**src/rtl/updown_pkg.sv**
```systemverilog
// Shared types for the parameterised up/down counter: count modes and step direction.
package updown_pkg;

  typedef enum logic [1:0] {
    MODE_WRAP   = 2'b00,
    MODE_SAT    = 2'b01,
    MODE_BOUNCE = 2'b10,
    MODE_RSVD   = 2'b11
  } mode_t;

  typedef enum logic {
    DIR_UP   = 1'b0,
    DIR_DOWN = 1'b1
  } dir_t;

endpackage

```
**src/rtl/updown_next_calc.sv**
```systemverilog
// Combinational step rule: next value, next direction and boundary flag for one step.
module updown_next_calc
  import updown_pkg::*;
#(
  parameter int unsigned WIDTH = 32
) (
  input  logic [WIDTH-1:0] value,
  input  logic [WIDTH-1:0] min_limit,
  input  logic [WIDTH-1:0] max_limit,
  input  mode_t            mode,
  input  dir_t             dir,
  output logic [WIDTH-1:0] next_value,
  output dir_t             next_dir,
  output logic             tc
);

  localparam logic [WIDTH-1:0] ONE = WIDTH'(1);

  logic at_top;
  logic at_bot;
  logic span_ok;

  assign at_top  = value >= max_limit;
  assign at_bot  = value <= min_limit;
  assign span_ok = max_limit > min_limit;

  always_comb begin
    next_value = value;
    next_dir   = dir;
    tc         = 1'b0;
    case (mode)
      MODE_SAT: begin
        if (dir == DIR_UP) begin
          if (at_top) begin
            next_value = max_limit;
            tc         = 1'b1;
          end else begin
            next_value = value + ONE;
          end
        end else begin
          if (at_bot) begin
            next_value = min_limit;
            tc         = 1'b1;
          end else begin
            next_value = value - ONE;
          end
        end
      end
      // Reversal steps off the limit; a zero-width range pins the value to it.
      MODE_BOUNCE: begin
        if (dir == DIR_UP) begin
          if (at_top) begin
            next_dir   = DIR_DOWN;
            next_value = span_ok ? (max_limit - ONE) : max_limit;
            tc         = 1'b1;
          end else begin
            next_value = value + ONE;
          end
        end else begin
          if (at_bot) begin
            next_dir   = DIR_UP;
            next_value = span_ok ? (min_limit + ONE) : min_limit;
            tc         = 1'b1;
          end else begin
            next_value = value - ONE;
          end
        end
      end
      default: begin
        if (dir == DIR_UP) begin
          if (at_top) begin
            next_value = min_limit;
            tc         = 1'b1;
          end else begin
            next_value = value + ONE;
          end
        end else begin
          if (at_bot) begin
            next_value = max_limit;
            tc         = 1'b1;
          end else begin
            next_value = value - ONE;
          end
        end
      end
    endcase
  end

endmodule

```
**src/rtl/updown_counter_param.sv**
```systemverilog
// Up/down counter with programmable limits, wrap/saturate/bounce modes and parallel load.
// Optional step prescaler enabled by defining UPDOWN_PRESCALE_EN.
module updown_counter_param
  import updown_pkg::*;
#(
  parameter int unsigned    WIDTH     = 32,
  parameter logic [WIDTH-1:0] RESET_VAL = '0,
  parameter int unsigned    PRESCALE  = 4
) (
  input  logic             clock,
  input  logic             reset_n,
  input  logic             enable,
  input  logic             inst,
  input  logic [1:0]       mode,
  input  logic [WIDTH-1:0] min_limit,
  input  logic [WIDTH-1:0] max_limit,
  input  logic             load,
  input  logic [WIDTH-1:0] load_value,
  output logic [WIDTH-1:0] value,
  output logic             dir_out,
  output logic             at_max,
  output logic             at_min,
  output logic             tc_pulse,
  output logic             cfg_err
);

  mode_t            mode_e;
  logic             bounce;
  dir_t             dir_q;
  dir_t             eff_dir;
  logic [WIDTH-1:0] load_clamped;
  logic [WIDTH-1:0] calc_value;
  dir_t             calc_dir;
  logic             calc_tc;
  logic             step_en;

  assign mode_e  = mode_t'(mode);
  assign bounce  = (mode_e == MODE_BOUNCE);
  assign eff_dir = bounce ? dir_q : dir_t'(inst);

  assign dir_out = eff_dir;
  assign at_max  = (value == max_limit);
  assign at_min  = (value == min_limit);
  assign cfg_err = (min_limit > max_limit);

  assign load_clamped = (load_value < min_limit) ? min_limit :
                        (load_value > max_limit) ? max_limit : load_value;

  updown_next_calc #(
    .WIDTH(WIDTH)
  ) u_next_calc (
    .value      (value),
    .min_limit  (min_limit),
    .max_limit  (max_limit),
    .mode       (mode_e),
    .dir        (eff_dir),
    .next_value (calc_value),
    .next_dir   (calc_dir),
    .tc         (calc_tc)
  );

`ifdef UPDOWN_PRESCALE_EN
  localparam int unsigned        PRE_W    = (PRESCALE > 1) ? $clog2(PRESCALE) : 1;
  localparam logic [PRE_W-1:0]   PRE_LAST = PRE_W'(PRESCALE - 1);
  localparam logic [PRE_W-1:0]   PRE_ONE  = PRE_W'(1);

  logic [PRE_W-1:0] pre_q;

  // Step only on the enabled cycle where the prescale count wraps to zero.
  always_ff @(posedge clock) begin
    if (!reset_n) begin
      pre_q <= '0;
    end else if (!cfg_err) begin
      if (load) begin
        pre_q <= '0;
      end else if (enable) begin
        pre_q <= (pre_q == PRE_LAST) ? '0 : (pre_q + PRE_ONE);
      end
    end
  end

  assign step_en = enable && (pre_q == PRE_LAST);
`else
  logic unused_prescale;
  assign unused_prescale = ^PRESCALE;
  assign step_en         = enable;
`endif

  // Outside bounce the direction register shadows inst so a bounce sweep starts the same way.
  always_ff @(posedge clock) begin
    if (!reset_n) begin
      value    <= RESET_VAL;
      dir_q    <= DIR_UP;
      tc_pulse <= 1'b0;
    end else begin
      tc_pulse <= 1'b0;
      if (!bounce) begin
        dir_q <= dir_t'(inst);
      end
      if (!cfg_err) begin
        if (load) begin
          value <= load_clamped;
        end else if (step_en) begin
          value    <= calc_value;
          tc_pulse <= calc_tc;
          if (bounce) begin
            dir_q <= calc_dir;
          end
        end
      end
    end
  end

endmodule

```
**config.mk**
```make
export PLATFORM = sky130hd
export DESIGN_NAME = updown_counter_param
export DESIGN_NICKNAME = d
export VERILOG_FILES = /design/src/rtl/updown_pkg.sv /design/src/rtl/updown_next_calc.sv /design/src/rtl/updown_counter_param.sv
export SDC_FILE = /design/constraint.sdc
export NUM_CORES = 1
export LEC_CHECK = 0
export CAP_MARGIN = 10
export CORE_MARGIN = 10
export CORE_UTILIZATION = 30
export CTS_CLUSTER_DIAMETER = 120
export DETAILED_ROUTE_END_ITERATION = 6
export DONT_BUFFER_PORTS = 1
export SETUP_SLACK_MARGIN = 0.3
export SYNTH_ARGS = -nofsm -noshare
export SYNTH_HDL_FRONTEND = slang
export SYNTH_SLANG_ARGS = --single-unit
```
**constraint.sdc**
```tcl
create_clock -name clock -period 3.4 [get_ports clock]
set_clock_uncertainty 0.2 [all_clocks]
set_input_delay 0.68 -clock clock [delete_from_list [all_inputs] [get_ports clock]]
set_output_delay 0.68 -clock clock [all_outputs]
set_load 0.05 [all_outputs]
```
======== After elaboration in Yosys (flattened, before gate mapping) ========
Index checks and enable logic that the tools add are counted.
storage, ports and cells
  flip-flop bits (word level) ............. 34
  logic and storage cells ................. 49
operators by class
  add/sub/neg operators ................... 4
  magnitude comparators ................... 6
  equal/unequal tests ..................... 4
  mux-type cells .......................... 26
  bitwise gates (word level) .............. 3
  reductions and logical operators ........ 3
operators with widths
  kind                                                                   count
  32-bit two-way mux                                                     15
  32-bit > comparator                                                    3
  32-bit by 1-bit adder with 32-bit output, second input constant        2
  32-bit equality test                                                   2
  32-bit case mux with 2 select lines                                    1
  32-bit by 1-bit subtractor with 32-bit output, second input constant   2
  32-bit greater-or-equal comparator                                     1
  32-bit less-or-equal comparator                                        1
  32-bit < comparator                                                    1
  1-bit two-way mux                                                      10
  4-bit OR reduction                                                     1
  1-bit NOT                                                              3
  2-bit by 1-bit equality test with 1-bit output, second input constant  1
  2-bit equality test, second input constant                             1
  2-bit AND reduction                                                    1
  2-bit nonzero test                                                     1

======== Logic depth before layout (Yosys ltp) ========
Gate-level depths: netlist of the first run.
  word-level depth ........................ 7
  mapped depth ............................ 16

======== By module ========
A second synthesis of the first run with hierarchy kept.
unflattened totals
  cell total of the unflattened synthesis .. 1,665
  area total of the unflattened synthesis .. 11,651.2 µm²
modules (own cells, without submodules)
  module                instances  cells an instance  area each (µm²)  sequential area each (µm²)
  updown_next_calc      1          1,006              6,503.7          0.0
  updown_counter_param  1          659                5,147.4          680.7

======== Worst setup path before layout of the first run ========
No wires, ideal clock.
  path kind ............................... input to register
  from .................................... in min_limit[20]
  to ...................................... reg value[8]
  library setup time ...................... 123 ps
  arrival time ............................ 3,587 ps
  required time ........................... 3,077 ps
  slack ................................... -510 ps
  stages on the path ...................... 14
  buffers on the path ..................... 3
  cells stage by stage .................... clkbuf_1 -> inv_1 -> ha_1 -> inv_1 -> nor4_1 -> and3_1 -> a211o_1 -> nand3_1 -> nor2_1 -> clkbuf_1 -> clkbuf_1 -> nand4_1 -> a221oi_1 -> nor3_1
on the way
  cells in the longest elaborated chain, start to end .. 7
  elaborated cells on any way between the ends .. 19
ends and longest elaborated chain
  item                                   RTL line                                        source
  from (decl)                            updown_counter_param.sv:15                      input logic [WIDTH-1:0] min_limit,
  32-bit > comparator                    updown_next_calc.sv:25                          assign span_ok = max_limit > min_limit;
  32-bit two-way mux (on tied branches)  updown_next_calc.sv:54, updown_next_calc.sv:62
  32-bit two-way mux (on tied branches)  updown_next_calc.sv:52, updown_next_calc.sv:60
  32-bit two-way mux                     updown_next_calc.sv:51                          if (dir == DIR_UP) begin
  32-bit case mux with 2 select lines    updown_next_calc.sv:31                          case (mode)
  32-bit two-way mux                     updown_counter_param.sv:103                     end else if (step_en) begin
  32-bit two-way mux                     updown_counter_param.sv:101                     if (load) begin
  to (signal assigned)                   updown_counter_param.sv:102                     value <= load_clamped;
  to (signal assigned)                   updown_counter_param.sv:104                     value <= calc_value;
  to (decl)                              updown_counter_param.sv:19                      output logic [WIDTH-1:0] value,
Several ways; a longest one is shown, not always the timed one. The select of a mux whose other input is x is not followed.
A chain may end at the register's enable or synchronous reset.

======== Worst setup path in the final report of the first run ========
  from .................................... in min_limit[2]
  to ...................................... reg value[13]
on the way
  cells in the longest elaborated chain, start to end .. 7
  elaborated cells on any way between the ends .. 20
ends and longest elaborated chain
  item                                                                                    RTL line
  32-bit by 1-bit adder with 32-bit output / 32-bit > comparator (equally long branches)  updown_next_calc.sv:62, updown_next_calc.sv:25
  32-bit two-way mux (on tied branches)                                                   updown_next_calc.sv:62, updown_next_calc.sv:54
  32-bit two-way mux (on tied branches)                                                   updown_next_calc.sv:60, updown_next_calc.sv:52
  32-bit two-way mux                                                                      updown_next_calc.sv:51
  32-bit case mux with 2 select lines                                                     updown_next_calc.sv:31
  32-bit two-way mux                                                                      updown_counter_param.sv:103
  32-bit two-way mux                                                                      updown_counter_param.sv:101
Several ways; a longest one is shown, not always the timed one. The select of a mux whose other input is x is not followed.

==> impl_metrics.env, run 1 <==
export IMPL_dr_pass1_iters=6
export IMPL_clkLatencyLatePin_ns=0.31
export IMPL_fillCellCount=3229
export IMPL_grt_first_pass_wirelength_mm=89.3
export IMPL_clock_tree_buffer_depth=2
export IMPL_synth_nets=1691
export IMPL_vias=14200
export IMPL_grt_overflow=0
export IMPL_synth_edff_count=0
export IMPL_numCtsBuffers=5
export IMPL_dieArea_um2=40900
export IMPL_drv_cap=0
export IMPL_drt_iter0_markers=1767
export IMPL_power_density_nw_per_um2=264
export IMPL_ir_worst_vdd_mv=0.162
export IMPL_tightest_slew_ns=0.759
export IMPL_worst_setup_path_type="in2reg"
export IMPL_core_area_um2=32700
export IMPL_arrival_ns=3.54
export IMPL_diodes=0
export IMPL_yosysWarnings=0
export IMPL_p_comb_frac=0.752
export IMPL_end_kind="flop"
export IMPL_p_sw_frac=0.496
export IMPL_synth_seq_cells=34
export IMPL_gp_congestion=1.02
export IMPL_finalWirelength_mm=62.7
export IMPL_yosysSeqAreaShare=0.0683
export IMPL_antenna_found_initial=0
export IMPL_hold_class="in2reg"
export IMPL_syn_to_final_growth_pct=60.0
export IMPL_drc=0
export IMPL_finalMaxSlewViolations=0
export IMPL_netlist_instances=1423
export IMPL_ys_types=87
export IMPL_crit_fanout=7
export IMPL_clkTransAtPathRegs_ns=0.06
export IMPL_grt_max_degree=38
export IMPL_period_minus_slack_ns=3.52
export IMPL_dpl_hpwl_mm=50.2
export IMPL_cts_root_buf="clkbuf_16"
export IMPL_ctsHoldBuffers=0
export IMPL_violations="setup timing"
export IMPL_leakagePower_uw=0.00662
export IMPL_setup_ws_ns=-0.125
export IMPL_drive_gt1_frac=0.401
export IMPL_setup_viol=9
export IMPL_grt_use_total=0.287
export IMPL_die_w_um=202
export IMPL_avgSynthCellArea_um2=7.01
export IMPL_period_share=1.04
export IMPL_route_antenna_remaining_nets=0
export IMPL_p_seq_frac=0.130
export IMPL_final_util=0.488
export IMPL_status="finished, violations left"
export IMPL_async_flop_share=0
export IMPL_tns_ns=-0.515
export IMPL_power_switching_uw=2090
export IMPL_final_common_cell="buf_4"
export IMPL_final_net_count=2084
export IMPL_cts_tree="built"
export IMPL_htree_num_levels=2
export IMPL_place_worst_setup_slack_ns=-0.483
export IMPL_rsz0062_at_grt="yes"
export IMPL_hold_depth=1
export IMPL_worstPathRequired_ns=3.42
export IMPL_relSlewSlack=0.492
export IMPL_start_util=0.305
export IMPL_r2r_cells=12
export IMPL_syn_area_um2=9970
export IMPL_cp_start_kind="input pin"
export IMPL_wl_per_cell_um=27.8
export IMPL_routed_via_density=6.30
export IMPL_finalHoldViolations=0
export IMPL_rows=66
export IMPL_die_h_um=202
export IMPL_internal_power_uw=2120
export IMPL_holdWs_ns=0.301
export IMPL_grt_pass1_vias=13300
export IMPL_clock_sinks=34
export IMPL_final_cell_mix="403 x buf_4, 126 x ha_1, 105 x nand2_1"
export IMPL_port_buffers=0
export IMPL_p_clk_frac=0.117
export IMPL_fmax_mhz=284
export IMPL_yosys_most_used_dff="dfxtp_1"
export IMPL_ios=140
==> layout make-up <==
type                    count  area, µm²  share of cell area
multi-input cells        1217      10100               0.632
well taps                 442        553              0.0347
flip-flops and latches     34        699              0.0438
clock buffers               7        133             0.00831
repair buffers            480       4120               0.258
inverters                  78        358              0.0224
==> per-layer routing <==
layer / track usage / up-vias / part of all wire
li1: - / 6417 / -
met1: 0.395 / 6745 / 0.43
met2: 0.421 / 924 / 0.41
met3: 0.0806 / 136 / 0.13
met4: 0.0879 / 0 / 0.035
met5: 0 / - / 0
==> worst max-delay path, stage by stage <==
cell and delay, ns:
clkinvlp_4 0.12, ha_4 0.30, nand4_1 0.22, or4_4 0.60, buf_6 0.14, a22oi_2 0.32
nor2_4 0.13, buf_6 0.18, a31o_2 0.26, a2111oi_4 0.28, o41ai_1 0.12, a31oi_1 0.18
==> registers in the layout, summed over array words and instances (netlist names) <==
register and flops:
tc_pulse 1, value 32, dir_q 1
==> cell families after synthesis <==
kind of cell | after synthesis | synth area share
flip-flops | 34 | 0.0683
AO/OA/AOI/OAI | 550 | 0.368
buffers and inverters | 172 | 0.0700
AND/OR/NAND/NOR | 455 | 0.243
XOR/XNOR | 28 | 0.0246
multiplexers | 19 | 0.0192
adder cells (fa/ha/maj) | 165 | 0.207
==> final timing paths <==
check | from | end | slack, ns
max | min_limit[2] | value[13]$_SDFFE_PN0P_ | -0.12
min | reset_n | value[26]$_SDFFE_PN0P_ | 0.30
max reg2reg | value[27]$_SDFFE_PN0P_ | value[24]$_SDFFE_PN0P_ | 0.01
min reg2reg | dir_q$_SDFF_PN0_ | dir_q$_SDFF_PN0_ | 0.37
==> power groups by stage <==
stage / combinational (µW) / clock [µW] / sequential, µW
floorplan: 1330 / 0 / 671
global placement: 2590 / 0 / 539
detailed placement: 2610 / 0 / 537
CTS: 2860 / 490 / 532
global route: 3360 / 500 / 547
finish: 3170 / 494 / 550
==> repair_timing <==
| action | in CTS | in global routing |
|---|---|---|
| gates cloned | 2 | 3 |
| setup buffers | 47 | 28 |
| hold endpoints to repair | 0 | 0 |
| setup endpoints to repair | 37 | 37 |
| resized for setup | 170 | 142 |
| pin swaps | 98 | 96 |
==> stage by stage <==
step | power, µW | instances | cell area, µm²
2_1_floorplan | 2000 | 1423 | 10400
3_3_place_gp | 3130 | 2171 | 13500
3_5_place_dp | 3150 | 2171 | 13500
4_1_cts | 3880 | 2227 | 14900
5_1_grt | 4410 | 2258 | 16000
6_report | 4210 | 2258 | 16000
==> cells in the mapped netlist (all sizes together) (9+ instances only) <==
cell type    n  area (µm²)
a221oi      15         131
xnor2       12         105
nand3       52         260
a21o        15         113
nand2b      12        75.1
nor2        79         302
o221ai      19         166
ha         165        2060
a41oi       10        87.6
nor3        40         210
clkbuf      68         255
a31oi       49         322
a211oi      15         113
nor2b        9        56.3
nand4       51         332
a22oi       12        95.1
nand2      114         430
o21ai      119         599
mux2i       18         180
inv         77         289
o31ai       12        95.1
dfxtp       34         681
or4         13         109
and3        20         125
o211ai      50         375
o2111ai     10        87.6
o311ai      13         114
buf         26         150
a21oi      122         611
nor4        17         149
o22ai       17         106
xor2        16         140
Power figures use the tool's default switching activity.
==> inputs of run 2 (changes only) <==
--- a/config.mk
+++ b/config.mk
@@ -12,6 +12,7 @@
 export DETAILED_ROUTE_END_ITERATION = 6
 export DONT_BUFFER_PORTS = 1
 export SETUP_SLACK_MARGIN = 0.3
+export SKIP_CTS_REPAIR_TIMING = 1
 export SYNTH_ARGS = -nofsm -noshare
 export SYNTH_HDL_FRONTEND = slang
 export SYNTH_SLANG_ARGS = --single-unit
==> run 2 against run 1 <==
The run still ends with setup timing left. Count of clock-buffer cells in the layout unchanged. Critical endpoint is now cfg_err. Final cell count shrank 2.2%. Sequential power down 0.9%. Wire length shrank 2.3%. Combinational power fell by 8.5%. Critical path depth fell by 3. Hold slack lost 0.011 ns. Final area fell by 7.6%. Core utilization down 3.7 points. Largest cell class unchanged. First-iteration DRC count decreased by 9.4%. Highest routed layer unchanged. Sequential share of layout area grew 0.34 points. Global-route usage shrank 0.78 points.
==> impl_metrics.env, run 2 (synthesized netlist as in run 1, its figures left out) <==
export IMPL_power_density_nw_per_um2=267
export IMPL_cp_slowest_cell="or4_4"
export IMPL_arrival_ns=2.60
export IMPL_drc=0
export IMPL_cpMostUsedCell="buf_6"
export IMPL_wl_per_cell_um=27.7
export IMPL_placed_area_um2=13500
export IMPL_status="finished, violations left"
export IMPL_grt_pass1_vias=12900
export IMPL_critical_path_top_delay_family="simple AND/OR/NAND/NOR gates"
export IMPL_reg_top3="value (32), dir_q (1), tc_pulse (1)"
export IMPL_cpPeakStageDelay_ns=0.57
export IMPL_route_antenna_remaining_nets=0
export IMPL_vias=13900
export IMPL_fmax_mhz=287
export IMPL_clock_tree_buffer_depth=2
export IMPL_htree_num_levels=2
export IMPL_cp_num_buf_inv=4
export IMPL_power_switching_uw=2000
export IMPL_relSlewSlack=0.525
export IMPL_p_clk_frac=0.126
export IMPL_cts_root_buf="clkbuf_16"
export IMPL_grt_overflow=0
export IMPL_final_common_cell="buf_4"
export IMPL_worst_setup_path_type="in2out"
export IMPL_r2r_start="value[22]$_SDFFE_PN0P_"
export IMPL_syn_to_final_growth_pct=47.8
export IMPL_dpl_hpwl_mm=50.2
export IMPL_dr_pass1_iters=6
export IMPL_finalMaxSlewViolations=0
export IMPL_register_area_um2=697
export IMPL_multi_input_area_um2=9550
export IMPL_period_minus_slack_ns=3.48
export IMPL_crit_fanout=6
export IMPL_port_buffers=0
export IMPL_p_seq_frac=0.138
export IMPL_hold_start="reset_n"
export IMPL_leakagePower_uw=0.00628
export IMPL_tns_ns=-0.463
export IMPL_grt_first_pass_wirelength_mm=86.7
export IMPL_largest_register_ffs=32
export IMPL_drive_gt1_frac=0.346
export IMPL_finalHoldViolations=0
export IMPL_ios=140
export IMPL_clkTransAtPathRegs_ns=0.07
export IMPL_wl_met2_mm=25.4
export IMPL_hold_class="in2reg"
export IMPL_dieArea_um2=40900
export IMPL_end_kind="primary output"
export IMPL_cp_start_kind="input pin"
export IMPL_antenna_found_initial=0
export IMPL_timing_reg2reg_setup_slack_ns=0.02
export IMPL_wl_met1_mm=26.0
export IMPL_start_util=0.305
export IMPL_dr_wl_met3_mm=7.94
export IMPL_ir_worst_vdd_mv=0.160
export IMPL_routed_via_density=6.31
export IMPL_p_comb_frac=0.736
export IMPL_final_cell_mix="400 x buf_4, 140 x ha_1, 115 x a21oi_1"
export IMPL_place_worst_setup_slack_ns=-0.483
export IMPL_drv_cap=0
export IMPL_cts_tree="built"
export IMPL_core_area_um2=32700
export IMPL_holdWs_ns=0.290
export IMPL_grt_use_total=0.279
export IMPL_numCtsBuffers=5
export IMPL_worstPathRequired_ns=2.52
export IMPL_critPathLaunch="min_limit[29]"
export IMPL_finalWirelength_mm=61.2
export IMPL_clock_sinks=34
export IMPL_crit_path_cell_trace="inv_1, buf_6, ha_4, a21oi_2, o21ai_2, or4_4, buf_6, or2_4, clkinvlp_4"
export IMPL_tightest_slew_ns=0.710
export IMPL_grt_max_degree=38
export IMPL_internal_power_uw=1940
export IMPL_post_route_cell_area_um2=14700
export IMPL_regMostFlops="value"
export IMPL_rsz0062_at_grt="yes"
export IMPL_violations="setup timing"
export IMPL_p_sw_frac=0.507
export IMPL_setup_ws_ns=-0.0809
export IMPL_final_net_count=2034
export IMPL_final_util=0.451
export IMPL_fillCellCount=3352
export IMPL_drt_iter0_markers=1601
export IMPL_die_h_um=202
export IMPL_top_layer="met4"
export IMPL_die_w_um=202
export IMPL_setup_viol=14
export IMPL_diodes=0
export IMPL_gp_congestion=1.02
export IMPL_rows=66
export IMPL_clkLatencyLatePin_ns=0.31
export IMPL_period_share=1.02
[run 2: path summary, 6_finish.rpt]
kind / to / depth (start not counted)
worst max-delay path: cfg_err / 9
worst min-delay path: value[14]$_SDFFE_PN0P_ / 2
worst max register to register: value[24]$_SDFFE_PN0P_ / 11
worst min register to register: dir_q$_SDFF_PN0_ / 2
[run 2: area by class of cell]
class                      instances  area share
tap                              442      0.0375
sequential                        34      0.0473
multi-input combinational       1217       0.648
inverter                          78      0.0225
timing repair buffer             430       0.236
clock buffer                       7     0.00900
[run 2: power groups by stage]
| stage | Combinational (µW) | Clock [µW] | Sequential, µW |
|---|---|---|---|
| floorplan | 1330 | 0 | 671 |
| global placement | 2590 | 0 | 539 |
| detailed placement | 2610 | 0 | 537 |
| CTS | 2620 | 490 | 528 |
| global route | 3080 | 501 | 542 |
| finish | 2900 | 495 | 545 |
[run 2: layer usage]
metal | vias up | GRT usage
met5 | - | 0
met4 | 0 | 0.0821
met3 | 112 | 0.0788
met2 | 897 | 0.403
met1 | 6598 | 0.390
li1 | 6321 | -
[run 2: metrics by stage]
| stage | instances | total power, µW |
|---|---|---|
| 4_1_cts | 2178 | 3640 |
| 3_5_place_dp | 2171 | 3150 |
| 6_report | 2208 | 3940 |
| 3_3_place_gp | 2171 | 3130 |
| 5_1_grt | 2208 | 4120 |
| 2_1_floorplan | 1423 | 2000 |
[run 2: worst reg2reg max path: stages (launching register included)]
cell	delay, ns
dfxtp_1	0.58
ha_4	0.21
nand4_1	0.14
or4_4	0.60
a311oi_4	0.25
buf_6	0.19
nor2_4	0.08
buf_4	0.17
o31ai_1	0.30
a221oi_2	0.14
o311a_1	0.15
a32o_1	0.26
==> inputs of run 3 (changes only) <==
--- a/config.mk
+++ b/config.mk
@@ -5,6 +5,7 @@
 export SDC_FILE = /design/constraint.sdc
 export NUM_CORES = 1
 export LEC_CHECK = 0
+export ABC_AREA = 1
 export CAP_MARGIN = 10
 export CORE_MARGIN = 10
 export CORE_UTILIZATION = 30
==> run 3 against run 2 <==
The flow now finishes without violations. Sequential power decreased by 0.9%. Worst setup slack improved by 0.18 ns. Final cell count grew 24%. Clock power rose by 1%. Flip-flop and latch count stayed put. Total power is 2.6% higher. Critical endpoint is now value[8]$_SDFFE_PN0P_.
==> impl_metrics.env, run 3 <==
export IMPL_dpl_hpwl_mm=56.0
export IMPL_clock_sinks=34
export IMPL_p_seq_frac=0.134
export IMPL_leakagePower_uw=0.00724
export IMPL_arrival_ns=3.31
export IMPL_grt_use_total=0.277
export IMPL_vias=15900
export IMPL_grt_pass1_vias=14700
export IMPL_dieArea_um2=46300
export IMPL_fmax_mhz=303
export IMPL_synth_nets=2273
export IMPL_route_antenna_remaining_nets=0
export IMPL_grt_max_degree=48
export IMPL_syn_to_final_growth_pct=30.4
export IMPL_htree_num_levels=2
export IMPL_grt_overflow=0
export IMPL_yosysWarnings=0
export IMPL_clock_tree_buffer_depth=2
export IMPL_synth_commonest_cells="508 x nand2_1, 248 x nand3_1, 233 x inv_1"
export IMPL_rsz0062_at_grt="yes"
export IMPL_p_sw_frac=0.549
export IMPL_synth_top_cell_area_share=0.180
export IMPL_ios=140
export IMPL_dr_pass1_iters=7
export IMPL_netlist_instances=2005
export IMPL_synth_simple_area_share=0.447
export IMPL_synthMuxAreaShare=0
export IMPL_finalMaxSlewViolations=0
export IMPL_placed_area_um2=13800
export IMPL_die_h_um=215
export IMPL_yosysSeqAreaShare=0.0595
export IMPL_largest_register_ffs=32
export IMPL_worstPathRequired_ns=3.41
export IMPL_finalWirelength_mm=68.3
export IMPL_setup_viol=0
export IMPL_period_minus_slack_ns=3.30
export IMPL_core_area_um2=37700
export IMPL_syn_area_um2=11400
export IMPL_drt_iter0_markers=2350
export IMPL_clkTransAtPathRegs_ns=0.07
export IMPL_synth_compound_area_frac=0.163
export IMPL_gp_congestion=1.05
export IMPL_power_switching_uw=2220
export IMPL_crit_fanout=14
export IMPL_final_net_count=2500
export IMPL_synth_top_cell_by_area="ha_1"
export IMPL_tns_ns=0
export IMPL_port_buffers=0
export IMPL_power_density_nw_per_um2=271
export IMPL_start_util=0.304
export IMPL_final_common_cell="nand2_1"
export IMPL_reg_top3="value (32), dir_q (1), tc_pulse (1)"
export IMPL_synth_seq_cells=34
export IMPL_numCtsBuffers=5
export IMPL_ir_worst_vdd_mv=0.181
export IMPL_synth_edff_count=0
export IMPL_finalHoldViolations=0
export IMPL_worst_setup_path_type="reg2reg"
export IMPL_routed_via_density=5.80
export IMPL_drc=0
export IMPL_grt_first_pass_wirelength_mm=97.9
export IMPL_fin_cells=2743
export IMPL_p_comb_frac=0.742
export IMPL_ys_types=62
export IMPL_dp_cells=2706
export IMPL_final_cell_mix="480 x nand2_1, 258 x buf_4, 238 x nand3_1"
export IMPL_drv_cap=0
export IMPL_cts_root_buf="clkbuf_16"
export IMPL_cts_tree="built"
export IMPL_wl_per_cell_um=24.9
export IMPL_status="completed"
export IMPL_die_w_um=215
export IMPL_synth_most_common_cell="nand2_1"
export IMPL_clkLatencyLatePin_ns=0.31
export IMPL_async_flop_share=0
export IMPL_p_clk_frac=0.124
export IMPL_cp_start_kind="flop"
export IMPL_synthTopCellsByArea="ha_1 18%, nand2_1 17%, nand3_1 11%, inv_1 7.6%, nor2_1 6.5%"
export IMPL_antenna_found_initial=2
export IMPL_hold_class="in2reg"
export IMPL_relSlewSlack=0.500
export IMPL_regMostFlops="value"
export IMPL_period_share=0.971
export IMPL_tightest_slew_ns=0.749
export IMPL_rows=71
export IMPL_synth_top_family_by_area="simple AND/OR/NAND/NOR gates"
export IMPL_drive_gt1_frac=0.213
export IMPL_p_total_uw=4040
export IMPL_end_kind="flop"
export IMPL_avgSynthCellArea_um2=5.71
export IMPL_internal_power_uw=1820
export IMPL_synth_xor_area_frac=0.0283
export IMPL_post_route_cell_area_um2=14900
export IMPL_synth_fa_ha_area_frac=0.180
export IMPL_yosys_most_used_dff="dfxtp_1"
## run 3: cell count changes after synthesis, moves of 43 or more
| cell | previous run | this run |
|---|---|---|
| nor2_1 | 77 | 199 |
| clkbuf_1 | 68 | 21 |
| inv_1 | 76 | 233 |
| a31oi_1 | 48 | 5 |
| nand2_1 | 113 | 508 |
| o21ai_0 | 113 | 69 |
| nand3_1 | 52 | 248 |
## run 3: final timing paths
| path | slack (ns) | endpoint | depth (start not counted) | from |
|---|---|---|---|---|
| hold reg to reg | 0.45 | dir_q$_SDFF_PN0_ | 2 | dir_q$_SDFF_PN0_ |
| setup / recovery | 0.1 | value[8]$_SDFFE_PN0P_ | 16 | value[17]$_SDFFE_PN0P_ |
| hold / removal | 0.32 | value[31]$_SDFFE_PN0P_ | 2 | reset_n |
| setup reg to reg | 0.1 | value[8]$_SDFFE_PN0P_ | 16 | value[17]$_SDFFE_PN0P_ |
## run 3: critical path: stages (launching register included)
cell	delay, ns
dfxtp_1	0.51
ha_1	0.30
a21oi_1	0.18
buf_4	0.16
o21a_1	0.12
o21ai_1	0.07
a21oi_2	0.25
nand3_4	0.12
nand2_2	0.13
buf_4	0.26
nand2_2	0.17
a21oi_1	0.32
nor2_1	0.10
nand2_1	0.08
nand3_1	0.08
nand2_1	0.08
inv_1	0.05
## run 3: layout make-up
| class | instances | area, µm² |
|---|---|---|
| Antenna cell | 1 | 2.50 |
| Clock buffer | 6 | 139 |
| Fill cell | 4161 | 22700 |
| Inverter | 255 | 1000 |
| Multi-Input combinational cell | 1641 | 9900 |
| Sequential cell | 34 | 684 |
| Tap cell | 511 | 639 |
| Timing Repair Buffer | 295 | 2560 |
## run 3: layer usage
layer	vias to the layer above	share of wire	GRT usage
met2	1077	0.43	0.428
met5	-	0	0
met3	180	0.12	0.0782
li1	7226	-	-
met1	7440	0.40	0.356
met4	0	0.044	0.113
## run 3: stage by stage
| step | utilization | hold WS [ns] | worst slack [ns] |
|---|---|---|---|
| 2_1_floorplan | - | 0.395 | 0.316 |
| 3_3_place_gp | 0.367 | 0.428 | -0.554 |
| 3_5_place_dp | 0.367 | 0.442 | -0.558 |
| 4_1_cts | 0.371 | 0.315 | -0.241 |
| 5_1_grt | 0.396 | 0.329 | 0.0218 |
| 6_report | 0.396 | 0.324 | 0.0974 |
## run 3: logic make-up (layout without fill, tap and decap cells)
logic type | after synthesis | in the layout
AO/OA/AOI/OAI | 312 | 312
flip-flops | 34 | 34
adder cells (fa/ha/maj) | 165 | 165
AND/OR/NAND/NOR | 1127 | 1127
XOR/XNOR | 37 | 37
other | 0 | 1
buffers and inverters | 330 | 556
## run 3: power by group through the flow
stage                     sequential [µW]  clock (µW)  combinational [µW]
after CTS                             529         509                2710
after global placement                538           0                2680
after floorplan                       696           0                1460
after global routing                  542         515                3210
after detailed placement              538           0                2700
final                                 540         502                3000
